**src/rtl/sram_arbiter_pkg.sv**
```systemverilog
// Shared types and constants for the IF/MEM SRAM arbiter.
// Optional build macro ARB_RR_EN (see sram_arbiter.sv) selects round-robin grant.
package sram_arbiter_pkg;

  localparam logic RST_ENABLE   = 1'b1;  // asserted level of rst
  localparam logic STALL_YES    = 1'b1;
  localparam logic STALL_NO     = 1'b0;
  localparam logic WRITE_ENABLE = 1'b1;  // mem_we level meaning "write"

  localparam int SRAM_DW = 16;  // SRAM data width
  localparam int CPU_AW  = 16;  // pipeline word-address width
  localparam int CNT_W   = 4;   // wait counter width (WAIT_CYCLES <= 15)

  typedef enum logic [2:0] {
    ARB_IDLE     = 3'd0,
    ARB_READ     = 3'd1,
    ARB_WR_SETUP = 3'd2,
    ARB_WR_PULSE = 3'd3,
    ARB_WR_HOLD  = 3'd4,
    ARB_DONE     = 3'd5
  } arb_state_e;

  typedef enum logic {
    ARB_PORT_IF  = 1'b0,
    ARB_PORT_MEM = 1'b1
  } arb_port_e;

  // Request as seen by the grant logic in IDLE
  typedef struct packed {
    arb_port_e           port;
    logic                we;
    logic [CPU_AW-1:0]   addr;
    logic [SRAM_DW-1:0]  wdata;
  } arb_req_t;

  // Pick the winning port. A lone request always wins; on a tie MEM wins
  // unless round-robin is on and MEM was the port served last.
  function automatic arb_port_e arb_pick(input logic if_req, input logic mem_req,
                                         input logic rr_en, input arb_port_e last);
    arb_port_e g;
    if (if_req && mem_req) begin
      if (rr_en && (last == ARB_PORT_MEM)) g = ARB_PORT_IF;
      else                                 g = ARB_PORT_MEM;
    end else if (mem_req) begin
      g = ARB_PORT_MEM;
    end else begin
      g = ARB_PORT_IF;
    end
    return g;
  endfunction

endpackage

```
**src/rtl/sram_arbiter_if.sv**
```systemverilog
// Pipeline-side (IF, MEM) and SRAM-pin bundle for the SRAM arbiter.
// slave = arbiter view, master = pipeline/board view.
interface sram_arbiter_if
  import sram_arbiter_pkg::*;
#(
  parameter int SRAM_AW = 18
);
  // instruction fetch port (read only)
  logic               if_req;
  logic [CPU_AW-1:0]  if_addr;
  logic [SRAM_DW-1:0] if_rdata;
  logic               if_ready;
  logic               if_stall_o;
  // data memory port
  logic               mem_req;
  logic               mem_we;
  logic [CPU_AW-1:0]  mem_addr;
  logic [SRAM_DW-1:0] mem_wdata;
  logic [SRAM_DW-1:0] mem_rdata;
  logic               mem_ready;
  logic               mem_stall_o;
  // SRAM pins
  logic [SRAM_AW-1:0] sram_addr;
  logic [SRAM_DW-1:0] sram_dout;
  logic               sram_doe;
  logic [SRAM_DW-1:0] sram_din;
  logic               sram_ce_n;
  logic               sram_oe_n;
  logic               sram_we_n;

  modport slave (
    input  if_req, if_addr, mem_req, mem_we, mem_addr, mem_wdata, sram_din,
    output if_rdata, if_ready, if_stall_o, mem_rdata, mem_ready, mem_stall_o,
    output sram_addr, sram_dout, sram_doe, sram_ce_n, sram_oe_n, sram_we_n
  );

  modport master (
    output if_req, if_addr, mem_req, mem_we, mem_addr, mem_wdata, sram_din,
    input  if_rdata, if_ready, if_stall_o, mem_rdata, mem_ready, mem_stall_o,
    input  sram_addr, sram_dout, sram_doe, sram_ce_n, sram_oe_n, sram_we_n
  );
endinterface

```
**src/rtl/sram_arbiter.sv**
```systemverilog
// Shares one asynchronous SRAM between instruction fetch and the MEM stage.
// Sequences read (READ x WAIT_CYCLES) and write (SETUP, PULSE x WAIT_CYCLES,
// HOLD) timing, returns a one-cycle ready to the granted port and raises
// per-port stalls. Build macro ARB_RR_EN: round-robin grant on ties
// (default: fixed MEM priority). WAIT_CYCLES legal range 1..15.
module sram_arbiter
  import sram_arbiter_pkg::*;
#(
  parameter int WAIT_CYCLES = 2,
  parameter int SRAM_AW     = 18
) (
  input  logic          clk,
  input  logic          rst,
  sram_arbiter_if.slave bus
);

  localparam logic [CNT_W-1:0] CNT_LOAD = CNT_W'(WAIT_CYCLES - 1);

  arb_state_e         state_q;
  logic [CNT_W-1:0]   cnt_q;
  arb_port_e          port_q;
  arb_port_e          grant_d;
  arb_req_t           req_d;
  logic [SRAM_AW-1:0] addr_q;
  logic [SRAM_DW-1:0] dout_q;
  logic [SRAM_DW-1:0] if_rdata_q;
  logic [SRAM_DW-1:0] mem_rdata_q;
  logic               doe_q;
  logic               ce_n_q;
  logic               oe_n_q;
  logic               we_n_q;
  logic               if_ready_q;
  logic               mem_ready_q;

`ifdef ARB_RR_EN
  arb_port_e last_grant_q;
  assign grant_d = arb_pick(bus.if_req, bus.mem_req, 1'b1, last_grant_q);
`else
  assign grant_d = arb_pick(bus.if_req, bus.mem_req, 1'b0, ARB_PORT_IF);
`endif

  // Build the request that would be latched this cycle; IF is always a read
  always_comb begin
    req_d       = '0;
    req_d.port  = grant_d;
    req_d.we    = (grant_d == ARB_PORT_MEM) && (bus.mem_we == WRITE_ENABLE);
    req_d.addr  = (grant_d == ARB_PORT_MEM) ? bus.mem_addr : bus.if_addr;
    req_d.wdata = bus.mem_wdata;
  end

  // Access sequencer: grant, SRAM strobes, wait counter, rdata capture, ready
  always_ff @(posedge clk) begin
    if (rst == RST_ENABLE) begin
      state_q     <= ARB_IDLE;
      cnt_q       <= '0;
      port_q      <= ARB_PORT_IF;
      addr_q      <= '0;
      dout_q      <= '0;
      doe_q       <= 1'b0;
      ce_n_q      <= 1'b1;
      oe_n_q      <= 1'b1;
      we_n_q      <= 1'b1;
      if_rdata_q  <= '0;
      mem_rdata_q <= '0;
      if_ready_q  <= 1'b0;
      mem_ready_q <= 1'b0;
`ifdef ARB_RR_EN
      last_grant_q <= ARB_PORT_IF;
`endif
    end else begin
      // ready is a pulse: only the transition into DONE sets it
      if_ready_q  <= 1'b0;
      mem_ready_q <= 1'b0;
      case (state_q)
        ARB_IDLE: begin
          if (bus.if_req || bus.mem_req) begin
            port_q <= req_d.port;
            addr_q <= SRAM_AW'(req_d.addr);
            dout_q <= req_d.wdata;
            ce_n_q <= 1'b0;
`ifdef ARB_RR_EN
            last_grant_q <= req_d.port;
`endif
            if (req_d.we) begin
              doe_q   <= 1'b1;
              state_q <= ARB_WR_SETUP;
            end else begin
              oe_n_q  <= 1'b0;
              cnt_q   <= CNT_LOAD;
              state_q <= ARB_READ;
            end
          end
        end
        ARB_READ: begin
          if (cnt_q == '0) begin
            if (port_q == ARB_PORT_MEM) begin
              mem_rdata_q <= bus.sram_din;
              mem_ready_q <= 1'b1;
            end else begin
              if_rdata_q <= bus.sram_din;
              if_ready_q <= 1'b1;
            end
            oe_n_q  <= 1'b1;
            ce_n_q  <= 1'b1;
            state_q <= ARB_DONE;
          end else begin
            cnt_q <= cnt_q - 1'b1;
          end
        end
        ARB_WR_SETUP: begin
          we_n_q  <= 1'b0;
          cnt_q   <= CNT_LOAD;
          state_q <= ARB_WR_PULSE;
        end
        ARB_WR_PULSE: begin
          if (cnt_q == '0) begin
            we_n_q  <= 1'b1;
            state_q <= ARB_WR_HOLD;
          end else begin
            cnt_q <= cnt_q - 1'b1;
          end
        end
        ARB_WR_HOLD: begin
          // only MEM can write
          doe_q       <= 1'b0;
          ce_n_q      <= 1'b1;
          mem_ready_q <= 1'b1;
          state_q     <= ARB_DONE;
        end
        ARB_DONE: begin
          // requests ignored here: one idle cycle of bus turnaround
          state_q <= ARB_IDLE;
        end
        default: begin
          state_q <= ARB_IDLE;
        end
      endcase
    end
  end

  assign bus.if_rdata    = if_rdata_q;
  assign bus.if_ready    = if_ready_q;
  assign bus.if_stall_o  = (bus.if_req & ~if_ready_q) ? STALL_YES : STALL_NO;
  assign bus.mem_rdata   = mem_rdata_q;
  assign bus.mem_ready   = mem_ready_q;
  assign bus.mem_stall_o = (bus.mem_req & ~mem_ready_q) ? STALL_YES : STALL_NO;
  assign bus.sram_addr   = addr_q;
  assign bus.sram_dout   = dout_q;
  assign bus.sram_doe    = doe_q;
  assign bus.sram_ce_n   = ce_n_q;
  assign bus.sram_oe_n   = oe_n_q;
  assign bus.sram_we_n   = we_n_q;

endmodule

```
**src/flat_wrapper.sv**
```systemverilog
// flat-port wrapper written by rule: the top's interface ports become plain ports
module sram_arbiter_flat import sram_arbiter_pkg::*;
#(
  parameter int WAIT_CYCLES = 2,
  parameter int SRAM_AW     = 18
)
  (clk, rst, bus_if_req, bus_if_addr, bus_mem_req, bus_mem_we, bus_mem_addr, bus_mem_wdata, bus_sram_din, bus_if_rdata, bus_if_ready, bus_if_stall_o, bus_mem_rdata, bus_mem_ready, bus_mem_stall_o, bus_sram_addr, bus_sram_dout, bus_sram_doe, bus_sram_ce_n, bus_sram_oe_n, bus_sram_we_n);
  sram_arbiter_if #(.SRAM_AW(SRAM_AW)) bus_i ();
  input  logic clk;
  input  logic rst;
  input wire logic [$bits(bus_i.if_req)-1:0] bus_if_req;
  input wire logic [$bits(bus_i.if_addr)-1:0] bus_if_addr;
  input wire logic [$bits(bus_i.mem_req)-1:0] bus_mem_req;
  input wire logic [$bits(bus_i.mem_we)-1:0] bus_mem_we;
  input wire logic [$bits(bus_i.mem_addr)-1:0] bus_mem_addr;
  input wire logic [$bits(bus_i.mem_wdata)-1:0] bus_mem_wdata;
  input wire logic [$bits(bus_i.sram_din)-1:0] bus_sram_din;
  output wire logic [$bits(bus_i.if_rdata)-1:0] bus_if_rdata;
  output wire logic [$bits(bus_i.if_ready)-1:0] bus_if_ready;
  output wire logic [$bits(bus_i.if_stall_o)-1:0] bus_if_stall_o;
  output wire logic [$bits(bus_i.mem_rdata)-1:0] bus_mem_rdata;
  output wire logic [$bits(bus_i.mem_ready)-1:0] bus_mem_ready;
  output wire logic [$bits(bus_i.mem_stall_o)-1:0] bus_mem_stall_o;
  output wire logic [$bits(bus_i.sram_addr)-1:0] bus_sram_addr;
  output wire logic [$bits(bus_i.sram_dout)-1:0] bus_sram_dout;
  output wire logic [$bits(bus_i.sram_doe)-1:0] bus_sram_doe;
  output wire logic [$bits(bus_i.sram_ce_n)-1:0] bus_sram_ce_n;
  output wire logic [$bits(bus_i.sram_oe_n)-1:0] bus_sram_oe_n;
  output wire logic [$bits(bus_i.sram_we_n)-1:0] bus_sram_we_n;
  assign bus_i.if_req = bus_if_req;
  assign bus_i.if_addr = bus_if_addr;
  assign bus_i.mem_req = bus_mem_req;
  assign bus_i.mem_we = bus_mem_we;
  assign bus_i.mem_addr = bus_mem_addr;
  assign bus_i.mem_wdata = bus_mem_wdata;
  assign bus_i.sram_din = bus_sram_din;
  assign bus_if_rdata = bus_i.if_rdata;
  assign bus_if_ready = bus_i.if_ready;
  assign bus_if_stall_o = bus_i.if_stall_o;
  assign bus_mem_rdata = bus_i.mem_rdata;
  assign bus_mem_ready = bus_i.mem_ready;
  assign bus_mem_stall_o = bus_i.mem_stall_o;
  assign bus_sram_addr = bus_i.sram_addr;
  assign bus_sram_dout = bus_i.sram_dout;
  assign bus_sram_doe = bus_i.sram_doe;
  assign bus_sram_ce_n = bus_i.sram_ce_n;
  assign bus_sram_oe_n = bus_i.sram_oe_n;
  assign bus_sram_we_n = bus_i.sram_we_n;
  sram_arbiter #(.WAIT_CYCLES(WAIT_CYCLES), .SRAM_AW(SRAM_AW)) u_core (.clk(clk), .rst(rst), .bus(bus_i));
endmodule
```
**config.mk**
```make
export PLATFORM = sky130hd
export DESIGN_NAME = sram_arbiter_flat
export DESIGN_NICKNAME = d
export VERILOG_FILES = /design/src/rtl/sram_arbiter_pkg.sv /design/src/rtl/sram_arbiter_if.sv /design/src/rtl/sram_arbiter.sv /design/src/flat_wrapper.sv
export SDC_FILE = /design/constraint.sdc
export NUM_CORES = 1
export LEC_CHECK = 0
export BUFFER_PORTS_ARGS = -buffer_cell sky130_fd_sc_hd__buf_2
export CELL_PAD_IN_SITES_DETAIL_PLACEMENT = 0
export CELL_PAD_IN_SITES_GLOBAL_PLACEMENT = 1
export CORE_UTILIZATION = 30
export DETAILED_ROUTE_END_ITERATION = 7
export GPL_TIMING_DRIVEN = 0
export PLACE_DENSITY_LB_ADDON = 0.15
export SYNTH_ARGS = -nofsm -noshare
export SYNTH_HDL_FRONTEND = slang
export SYNTH_SLANG_ARGS = --single-unit
```
**constraint.sdc**
```tcl
create_clock -name clk -period 4 [get_ports clk]
set_input_delay 0.8 -clock clk [delete_from_list [all_inputs] [get_ports clk]]
set_output_delay 0.8 -clock clk [all_outputs]
set_load 0.05 [all_outputs]
```
# After elaboration in Yosys (flattened, before gate mapping)

Cells that the tools add are included.
W data, S select, Z words.

Memory bits (read-only): 0
Latch bits: 0
Output and inout bits: 74
Logic and storage cells: 80
Bits in writable memories: 0
Input port bits: 69
Memories: 0
Flip-flop bits (word level): 78

Div/mod/pow operators: 0
Bitwise gates (word level): 7
Add/subtract/negate cells: 1
Equality and inequality tests: 10
Magnitude comparators: 0
Shift operators: 0
Multiply operators: 0
Reductions and logical operators: 21
Muxes and demuxes: 28

Operator list:

| kind                  | number |
|---|---|
| $mux W16              | 1 |
| $pmux W3 S5           | 1 |
| $reduce_and A3 Y1     | 5 |
| $mux W1               | 13 |
| $mux W4               | 3 |
| $pmux W4 S3           | 1 |
| $mux W3               | 3 |
| $ne A2 B1 Y1 const B  | 4 |
| $pmux W1 S2           | 4 |
| $reduce_and A4 Y1     | 2 |
| $eq A3 B2 Y1 const B  | 2 |
| $reduce_bool A2 Y1    | 3 |
| $reduce_bool A3 Y1    | 2 |
| $not A1 Y1            | 5 |
| $logic_not A4 Y1      | 1 |
| $ne A2 B2 Y1 const B  | 2 |
| $reduce_and A2 Y1     | 2 |
| $sub A4 B1 Y4 const B | 1 |
| $eq A3 B1 Y1 const B  | 1 |
| $eq A3 B3 Y1 const B  | 1 |
| $logic_not A3 Y1      | 1 |
| $pmux W1 S3           | 1 |
| $reduce_or A3 Y1      | 1 |
| $and A1 B1 Y1         | 2 |
| 4 further kinds       | 5 |

# Logic depth before layout (Yosys ltp)

Gate-level depths: netlist (run 1).

Depth after elaboration: 6
Depth in mapped cells: 9
Gate-level depth less buffers: 6

# Least setup slack after synthesis (run 1)

Ideal clock, no wire load.

Path type: input to output
Start: in bus_mem_req
End: out bus_mem_stall_o
Arrival time: 1,954 ps
Required time: 3,200 ps
Buffers on the path: 1
Cell stages on the path: 2
Path slack: 1,246 ps
Cell sequence: buf_1 -> nor2b_1

Cells in the longest elaborated chain, start to end: 2

Ends and longest elaborated chain:

| element       | RTL line            | source |
|---|---|---|
| from (decl)   | flat_wrapper.sv:13  | `input wire logic [$bits(bus_i.mem_req)-1:0] bus_mem_req;` |
| $and A1 B1 Y1 | sram_arbiter.sv:146 | `assign bus.mem_stall_o = (bus.mem_req & ~mem_ready_q) ? STALL_YES : STALL_NO;` |
| $mux W1       | sram_arbiter.sv:146 |  |
| to (decl)     | flat_wrapper.sv:23  | `output wire logic [$bits(bus_i.mem_stall_o)-1:0] bus_mem_stall_o;` |

Every way passes these cells.

# Worst setup path after layout (run 1)

Same ends and word-level chain as after synthesis.

==> metrics.csv, run 1 <==
metric,value,unit
wirelength,8700,um
dp_cells,643,
placed_cell_area,4020,um2
reg2reg_from,u_core.cnt_q[0],
root_buffer,clkbuf_8,
fp.dieH,104,um
clkSlewWorstSetupHoldPaths,80,ps
timing.final.setup_violations,0,
clock_path_buffers,2,
required,3200,ps
ys_ff_latch,78,
power.leakage,1.89,nW
max-cap-violations,0,
rsz0062_at_grt,no,
final_area,4250,um2
cp-startpoint,bus_mem_req,
tightestPinTransition,699,ps
grt_pass1_wl,14000,um
whs_endpoint,u_core.bus.mem_rdata[14],
num_antenna_cells,0,
r2r-end,u_core.bus.mem_ready,
critical_path.cell_chain,buf_2 > buf_1 > nor2b_1 > buf_2,
ctsHoldBuffers,0,
ys_seq_area_share,49.6,%
grt_pass1_vias,2741,
max_freq,366,MHz
synthToLayoutAreaGrowth,35.0,%
finClkSkew,10.7,ps
cts_sinks,78,
viasPerCell,4.54,
ant_nets,0,
worstPathArrival,1930,ps
fin_tns_setup,0,ps
die_w,104,um
io_pins,143,
final_nets,588,
relSlewSlack,53.4,%
reg2regPathDepth,6,
yosysWarnings,0,
critPathMostFrequentCell,buf_2,
synth_area_leaders,"dfxtp_1 (50%), nand2_1 (11%), a21oi_1 (7.3%), mux2i_1 (5.1%), a211oi_1 (4.3%)",
p_per_area,608,nW/um2
vias,2995,
grt_antenna_before_repair,0,
period_minus_slack,2730,ps
postCtsSetupBuffers,0,
grt_max_degree,15,
vdd_drop_max,0.230,mV
htreeDepth,3,
ys.flop_type,dfxtp_1,
synthDominantCellAreaShare,49.6,%
drv_slew,0,
cp_max_fo,10,
syn_inst,367,
cts_resized,0,
cpPeakStageDelay,530,ps
hold_viol_final,0,
grt.overflow.total,0,
gp_congestion,0.770,
syn_area,3150,um2
start_util,30.8,%
dp_hpwl,6430,um
avgSynthCellArea,8.58,um2
portBuffers,139,
worstSetupPathType,in2out,
hold_path.class,reg2reg,
status,"complete, no violations",
cts_buffers,9,
grtUsageTotal,16.4,%
num_rows,37,
drc,0,
hp-start,u_core.bus.mem_rdata[14],
ys_types,44,
die-area,10900,um2
core,10200,um2
synth_edf_count,0,
firstDrtPassIters,4,
cp-start-kind,input port,
drt_iter0_markers,128,
r2r_setup_slack,1760,ps
holdPathStages,2,
stdcell_count,659,
end_kind,output port,
routedWlPerCell,13.2,um
async_flop_share,0,%
clk_latency,350,ps
cts_tree,done,
cp_slowest_cell,buf_1,
timing.final.crit_share,68.4,%
synth_area_leader_cell,dfxtp_1,
layout-drive-gt1-share,36.3,%
[area by class of cell]
cell class,instances,area (um2)
Timing Repair Buffer,139,696
Clock inverter,6,95.1
Fill cell,1090,5980
Inverter,4,15.0
Buffer,29,154
Clock buffer,10,138
Multi-Input combinational cell,257,1420
Sequential cell,78,1560
Tap cell,136,170
[worst max path at each step]
| stage | cells after the start | end | slack, ps |
|---|---|---|---|
| 4_1_cts | 4 | bus_mem_stall_o | 1270 |
| 5_1_grt | 4 | bus_mem_stall_o | 1220 |
| 2_1_floorplan | 2 | bus_mem_stall_o | 1250 |
| 6_report | 4 | bus_mem_stall_o | 1270 |
| 3_3_place_gp | 4 | bus_mem_stall_o | 1270 |
| 3_5_place_dp | 4 | bus_mem_stall_o | 1260 |
[logic make-up (layout without fill, tap and decap cells)]
family | Yosys count | count (layout) | synth area share (%)
flip-flops | 78 | 78 | 49.6
adder cells (fa/ha/maj) | 1 | 1 | 0.397
other | 1 | 2 | 0.119
AO/OA/AOI/OAI | 89 | 89 | 17.8
AND/OR/NAND/NOR | 149 | 149 | 21.7
buffers and inverters | 33 | 188 | 5.37
multiplexers | 16 | 16 | 5.09
[power by group]
part	switching, mW	internal, mW
Combinational	0.690	0.263
Sequential	0.0639	0.889
Clock	0.305	0.373
Total	1.06	1.52
[worst max-delay path, delay by kind of cell]
family / cells / cell delay [ps]
buf+inv: 3 / 920
simple gates: 1 / 210
[state kept, by name, indices dropped and copies added (netlist names)]
signal / count
u_core.bus.sram_we_n: 1
u_core.cnt_q: 4
u_core.bus.sram_dout: 16
u_core.state_q: 3
u_core.port_q: 1
u_core.bus.if_rdata: 16
u_core.bus.sram_doe: 1
u_core.bus.if_ready: 1
u_core.bus.sram_addr: 16
u_core.bus.sram_oe_n: 1
u_core.bus.mem_rdata: 16
u_core.bus.sram_ce_n: 1
u_core.bus.mem_ready: 1
[metrics by stage]
step | utilization (%) | setup slack (ps) | total power, mW | hold WS, ps
final | 41.5 | 1270 | 2.58 | 450
after global routing | 41.5 | 1220 | 2.73 | 472
after CTS | 41.5 | 1270 | 2.61 | 454
after detailed placement | 39.3 | 1260 | 1.93 | 443
after global placement | 39.3 | 1270 | 1.92 | 440
after floorplan | - | 1250 | 1.69 | 475
[layer usage]
metal  part of all wire (%)  GRT usage, %
met1                     48          21.8
met2                     43          24.7
met4                    1.4          6.73
met3                    7.6          4.57
met5                      0             0
[cells in the mapped netlist, types with 2 or more instances]
master	number
a21oi_2	9
nor2b_1	3
clkbuf_1	17
buf_6	2
nand4b_1	2
a31oi_1	4
buf_1	2
or2_2	2
nor2_1	24
nand2_1	94
nand2_2	9
mux2i_1	16
a211oi_1	18
dfxtp_1	78
buf_4	2
nor3_1	4
a21oi_1	46
inv_1	4
o21ai_0	2
buf_2	5
[cell usage in the layout, fill, tap and decap left out, types with 2 or more instances in the layout]
cell,instances
buf_2,144
nand2_1,94
dfxtp_1,78
a21oi_1,46
nor2_1,24
a211oi_1,18
clkbuf_1,17
mux2i_1,16
clkbuf_8,10
nand2_2,9
a21oi_2,9
inv_1,4
nor3_1,4
a31oi_1,4
clkinv_4,4
nor2b_1,3
buf_1,2
or2_2,2
buf_6,2
nand4b_1,2
o21ai_0,2
buf_4,2
conb_1,2
bufinv_16,2
Note: power is estimated with default switching activity, not from simulation.
==> run 2, diff against run 1 <==
- ABC_AREA: default -> 1
- CORE_UTILIZATION: 30 -> 29
- clock period: 4 -> 2.41 ns (I/O delays scaled with it)
==> metrics.csv, run 2 <==
metric,value,unit,change
synth_compound_gate_area_share,14.4,%,was 17.8%
die_w,107,um,was 104 um
syn_area,3200,um2,was 3150 um2
fp.dieH,107,um,was 104 um
firstDrtPassIters,4,,unchanged
synthToLayoutAreaGrowth,35.2,%,was 35.0%
fin_tns_setup,0,ps,unchanged
synthMuxAreaShare,0,%,was 5.09%
stdcell_count,702,,was 659
layout_commonest_cell,buf_2,,unchanged
worstSetupPathType,in2out,,unchanged
wirelength,8890,um,was 8700 um
synthSimpleGateAreaFrac,28.8,%,was 21.7%
synthXorXnorAreaFrac,0.274,%,was 0%
num_rows,37,,unchanged
rsz0062_at_grt,no,,unchanged
ys_types,31,,was 44
vias,3118,,"was 2,995"
final_nets,632,,was 588
drv_slew,0,,unchanged
ys_seq_area_share,48.8,%,was 49.6%
synth_area_leaders,"dfxtp_1 (49%), nor2_1 (14%), o21ai_0 (8.3%), nand2_1 (7.3%), o211a_1 (5.0%)",,"was dfxtp_1 (50%), nand2_1 (11%), a21oi_1 (7.3%), mux2i_1 (5.1%), a211oi_1 (4.3%)"
htreeDepth,3,,unchanged
period_minus_slack,2120,ps,
clkSlewWorstSetupHoldPaths,80,ps,about the same
end_kind,output port,,unchanged
clock_path_buffers,2,,unchanged
core,10500,um2,"was 10,200 um2"
portBuffers,139,,unchanged
io_pins,143,,unchanged
clk_latency,350,ps,about the same
yosys.area_share.adder,0.391,%,was 0.397%
cts_resized,0,,unchanged
synth_edf_count,0,,unchanged
cts_tree,done,,unchanged
yosysMostFrequentCell,nor2_1,,was nand2_1
ys_top_cells_by_count,"nor2_1 (116), dfxtp_1 (78), nand2_1 (62)",,"was nand2_1 (94), dfxtp_1 (78), a21oi_1 (46)"
vdd_drop_max,0.695,mV,was 0.230 mV
fillers,1141,,"was 1,090"
max_freq,471,MHz,
max-cap-violations,0,,unchanged
start_util,30.4,%,was 30.8%
cp_max_fo,10,,unchanged
die-area,11500,um2,"was 10,900 um2"
drt_iter0_markers,109,,was 128
timing.final.crit_share,88.0,%,
syn_inst,411,,was 367
ys_ff_latch,78,,unchanged
avgSynthCellArea,7.78,um2,was 8.58 um2
drc,0,,unchanged
layout-drive-gt1-share,33.4,%,was 36.3%
final_cell_mix,"buf_2 (147), nor2_1 (116), dfxtp_1 (78), nand2_1 (62), o21ai_0 (53)",,"was buf_2 (144), nand2_1 (94), dfxtp_1 (78), a21oi_1 (46), nor2_1 (24)"
synthDominantCellAreaShare,48.8,%,was 49.6%
power.leakage,2.26,nW,was 1.89 nW
grt.overflow.total,0,,unchanged
grt_antenna_before_repair,0,,unchanged
viasPerCell,4.44,,was 4.54
root_buffer,clkbuf_8,,unchanged
ys.flop_type,dfxtp_1,,unchanged
postCtsSetupBuffers,0,,unchanged
routedWlPerCell,12.7,um,was 13.2 um
grtUsageTotal,16.6,%,was 16.4%
status,"complete, no violations",,unchanged
synth_area_leader_cell,dfxtp_1,,unchanged
num_antenna_cells,0,,unchanged
ant_nets,0,,unchanged
cts_buffers,9,,unchanged
grt_pass1_wl,14800,um,"was 14,000 um"
p_per_area,1460,nW/um2,was 608 nW/um2
required,1930,ps,was 3200 ps
ctsHoldBuffers,0,,unchanged
yosysWarnings,0,,unchanged
dp_hpwl,6770,um,was 6430 um
timing.final.setup_violations,0,,unchanged
hold_path.class,in2reg,,was reg2reg
hold_viol_final,0,,unchanged
cp-start-kind,input port,,unchanged
dp_cells,687,,was 643
async_flop_share,0,%,unchanged
grt_pass1_vias,3045,,"was 2,741"
cts_sinks,78,,unchanged
synth_top_family_by_area,simple AND/OR/NAND/NOR gates,,unchanged
gp_congestion,0.867,,was 0.770
finClkSkew,6.09,ps,was 10.7 ps
grt_max_degree,13,,was 15
worstPathArrival,1640,ps,was 1930 ps
run 2: path summary, 6_finish.rpt:
check | startpoint | to | slack [ps] | cells after the start
worst max-delay path | bus_mem_req | bus_mem_stall_o | 290 | 6
worst min-delay path | bus_mem_wdata[6] | u_core.bus.sram_dout[6] | 350 | 3
worst max register to register | u_core.cnt_q[0] | u_core.bus.if_rdata[7] | 820 | 8
worst min register to register | u_core.bus.sram_ce_n | u_core.bus.sram_ce_n | 450 | 2
run 2: cells by family (layout without fill, tap and decap cells):
group / after synthesis / in the layout
xor gates and xnor gates: 1 / 1
buffers and inverters: 41 / 195
other: 1 / 2
AOI/OAI and AO/OA: 74 / 74
and+or+nand+nor: 215 / 215
adders and majority gates: 1 / 1
DFF: 78 / 78
run 2: report_power, final:
part / internal (mW) / leakage [nW] / total [mW] / switching, mW
Sequential: 1.70 / 0.641 / 1.92 / 0.225
Clock: 0.768 / 0.129 / 1.24 / 0.473
Combinational: 0.829 / 1.49 / 3.17 / 2.34
run 2: metal layers:
layer,vias to the layer above,routed length (um),GRT usage (%)
met2,86,4200,27.7
li1,1632,-,-
met4,0,115,4.99
met5,-,0,0
met3,11,636,6.14
met1,1389,3940,19.7
run 2: metrics by stage:
step | utilization, % | setup slack [ps] | hold WS, ps | power [mW] | cell area, um2
2_1_floorplan | - | 264 | 455 | 4.40 | 3200
3_5_place_dp | 38.7 | 265 | 437 | 5.15 | 4070
6_report | 41.1 | 289 | 349 | 6.33 | 4320
5_1_grt | 41.1 | 173 | 336 | 6.76 | 4320
4_1_cts | 41.1 | 265 | 328 | 6.42 | 4320
3_3_place_gp | 38.7 | 271 | 436 | 5.12 | 4070
run 2: critical path, stage by stage:
cell	delay, ps
buf_2	90
buf_2	220
clkinv_1	240
buf_2	240
nor2_1	100
buf_2	260
run 2: area by class of cell:
type / count / area, um2 / area share [%]
plain buffers: 23 / 155 / 3.59
clock buffers: 12 / 165 / 3.82
clock inverters: 3 / 90.1 / 2.08
inverters: 18 / 75.1 / 1.74
multi-input cells: 293 / 1410 / 32.6
flip-flops and latches: 78 / 1560 / 36.1
well taps: 136 / 170 / 3.94
repair buffers: 139 / 696 / 16.1
==> run 3, diff against run 2 <==
- ABC_AREA: 1 -> default
- CORE_UTILIZATION: 29 -> 30
- clock period: 2.41 -> 1.9 ns (I/O delays scaled with it)
==> metrics.csv, run 3 (synthesized netlist as in run 1, its figures left out) <==
metric,value,unit,change
firstDrtPassIters,4,,unchanged
pre_cts_slack,-264,ps,was 265 ps
hp-start,bus_mem_wdata[15],,was bus_mem_wdata[6]
critical_path.cell_chain,inv_2 > ha_4 > or3b_4 > or4_4 > buf_12 > nand2_2 > a21oi_2,,was buf_2 > buf_2 > clkinv_1 > buf_2 > nor2_1 > buf_2
fp.dieH,104,um,was 107 um
dp_hpwl,6490,um,was 6770 um
cp_slowest_cell,or4_4,,was buf_2
power.leakage,1.99,nW,was 2.26 nW
ant_nets,0,,unchanged
r2r_setup_slack,-40,ps,was 820 ps
vdd_drop_max,0.436,mV,was 0.695 mV
grt_max_degree,14,,was 13
grt.overflow.total,0,,unchanged
p_switching,2.28,mW,was 3.03 mW
cts_buffers,9,,unchanged
whs_endpoint,u_core.bus.sram_dout[15],,was u_core.bus.sram_dout[6]
tightestPinTransition,726,ps,
setup_ws,-36.6,ps,was 289 ps
portBuffers,139,,unchanged
pwr-share-clk,22.7,%,was 19.6%
grt_pass1_vias,2727,,"was 3,045"
holdPathStages,3,,unchanged
relSlewSlack,51.6,%,
drc,0,,unchanged
final_nets,598,,was 632
cp-start-kind,flop,,was input port
cts_tree,done,,unchanged
layout_commonest_cell,buf_2,,unchanged
max_freq,516,MHz,
core,10200,um2,"was 10,500 um2"
cpPeakStageDelay,580,ps,was 260 ps
finClkSkew,7.74,ps,was 6.09 ps
clk_latency,360,ps,was 350 ps
final_area,4470,um2,was 4320 um2
num_antenna_cells,0,,unchanged
fillers,1086,,"was 1,141"
timing.final.crit_share,102,%,
reg2regPathDepth,7,,was 8
die_w,104,um,was 107 um
htreeDepth,3,,unchanged
grt_pass1_wl,14000,um,"was 14,800 um"
routedWlPerCell,13.3,um,was 12.7 um
fin_tns_setup,-261,ps,was 0 ps
intPower,3.24,mW,was 3.29 mW
root_buffer,clkbuf_8,,unchanged
drv_slew,0,,unchanged
timing.final.setup_violations,15,,was 0
worstPathArrival,2160,ps,was 1640 ps
final_cell_mix,"buf_2 (141), nand2_1 (87), dfxtp_1 (76), a21oi_1 (41), nor2_1 (24)",,"was buf_2 (147), nor2_1 (116), dfxtp_1 (78), nand2_1 (62), o21ai_0 (53)"
power_frac_seq,36.9,%,was 30.4%
worstSetupPathType,reg2reg,,was in2out
violations,negative setup slack,,
p_per_area,1230,nW/um2,was 1460 nW/um2
wirelength,8900,um,was 8890 um
total_power,5.52,mW,was 6.33 mW
die-area,10900,um2,"was 11,500 um2"
status,"complete, but fails checks",,"was complete, no violations"
comb_power_share,40.4,%,was 50.0%
switching_share,41.3,%,was 48.0%
start_util,30.8,%,was 30.4%
end_kind,flop,,was output port
required,2130,ps,was 1930 ps
io_pins,143,,unchanged
placed_cell_area,4040,um2,was 4070 um2
layout-drive-gt1-share,41.5,%,was 33.4%
cp_max_fo,6,,was 10
ctsHoldBuffers,0,,unchanged
gp_congestion,0.751,,was 0.867
reg2reg_from,u_core.cnt_q[1],,was u_core.cnt_q[0]
num_rows,37,,unchanged
vias,3028,,"was 3,118"
drt_iter0_markers,126,,was 109
synthToLayoutAreaGrowth,42.1,%,was 35.2%
grtUsageTotal,16.5,%,was 16.6%
r2r-end,u_core.bus.if_rdata[0],,was u_core.bus.if_rdata[7]
max-cap-violations,0,,unchanged
hold_path.class,in2reg,,unchanged
cts_sinks,78,,unchanged
period_minus_slack,1940,ps,
stdcell_count,669,,was 702
viasPerCell,4.53,,was 4.44
hold_viol_final,0,,unchanged
clock_path_buffers,2,,unchanged
rsz0062_at_grt,yes,,was no
grt_antenna_before_repair,0,,unchanged
clkSlewWorstSetupHoldPaths,80,ps,about the same
dp_cells,643,,was 687
## run 3: changes by cell type in the layout (fill, tap and decap cells not counted), moves of 13 or more
cell / change
clkbuf_1: +13
o211a_1: -16
nand3_1: -21
mux2i_1: +16
a21oi_1: +39
nand2_1: +25
nor2_1: -92
o21ai_0: -51
a211oi_1: +18
a21oi_2: +13
## run 3: per-layer routing
| metal | up-vias | track usage (%) | part of all wire [%] |
|---|---|---|---|
| li1 | 1558 | - | - |
| met4 | 0 | 8.57 | 2.1 |
| met3 | 13 | 3.63 | 5.4 |
| met5 | - | 0 | 0 |
| met2 | 102 | 25.3 | 44 |
| met1 | 1355 | 21.7 | 48 |
## run 3: critical path: cells and delay by family, from the launching register on
kind,cells,cell delay [ps]
simple gates,3,1040
compound gates,1,50
buf+inv,2,260
fa+ha+maj,1,140
flops,1,330
## run 3: area by class of cell
type	instances	area, um2	area share, %
plain buffers	25	138	3.08
clock buffers	13	149	3.33
clock inverters	3	43.8	0.979
inverters	4	15.0	0.336
multi-input cells	257	1550	34.6
flip-flops and latches	78	1560	35.0
well taps	136	170	3.80
repair buffers	153	845	18.9
## run 3: power groups by stage
stage	Combinational, mW	Clock (mW)	Sequential (mW)
2_1_floorplan	0.829	0	2.75
3_3_place_gp	2.02	0	2.05
3_5_place_dp	2.04	0	2.05
4_1_cts	2.21	1.29	2.02
5_1_grt	2.40	1.38	2.07
6_report	2.23	1.25	2.04
## run 3: how the worst max path moves through the flow
stage / end / startpoint / cells after the start / slack (ps)
final: u_core.bus.if_rdata[0] / u_core.cnt_q[1] / 7 / -40
after global routing: u_core.bus.if_rdata[0] / u_core.cnt_q[1] / 7 / -70
after CTS: u_core.bus.if_rdata[7] / u_core.cnt_q[0] / 8 / -140
after detailed placement: u_core.bus.mem_rdata[13] / u_core.cnt_q[1] / 7 / -260
after global placement: u_core.bus.mem_ready / u_core.cnt_q[1] / 6 / -280
after floorplan: u_core.bus.if_rdata[10] / u_core.cnt_q[1] / 9 / -100
## run 3: timing repair
action / 4_1_cts / 5_1_grt
endpoints found under the setup margin: 39 / 63
cloned: 1 / 1
pin swaps: 28 / 10
setup buffers: 10 / 2
resized for setup: 17 / 24
## run 3: per-stage QoR
stage	hold WS [ps]	util, %
finish	253	43.7
global route	243	43.7
CTS	239	42.9
detailed placement	443	39.5
global placement	440	39.5
floorplan	479	-
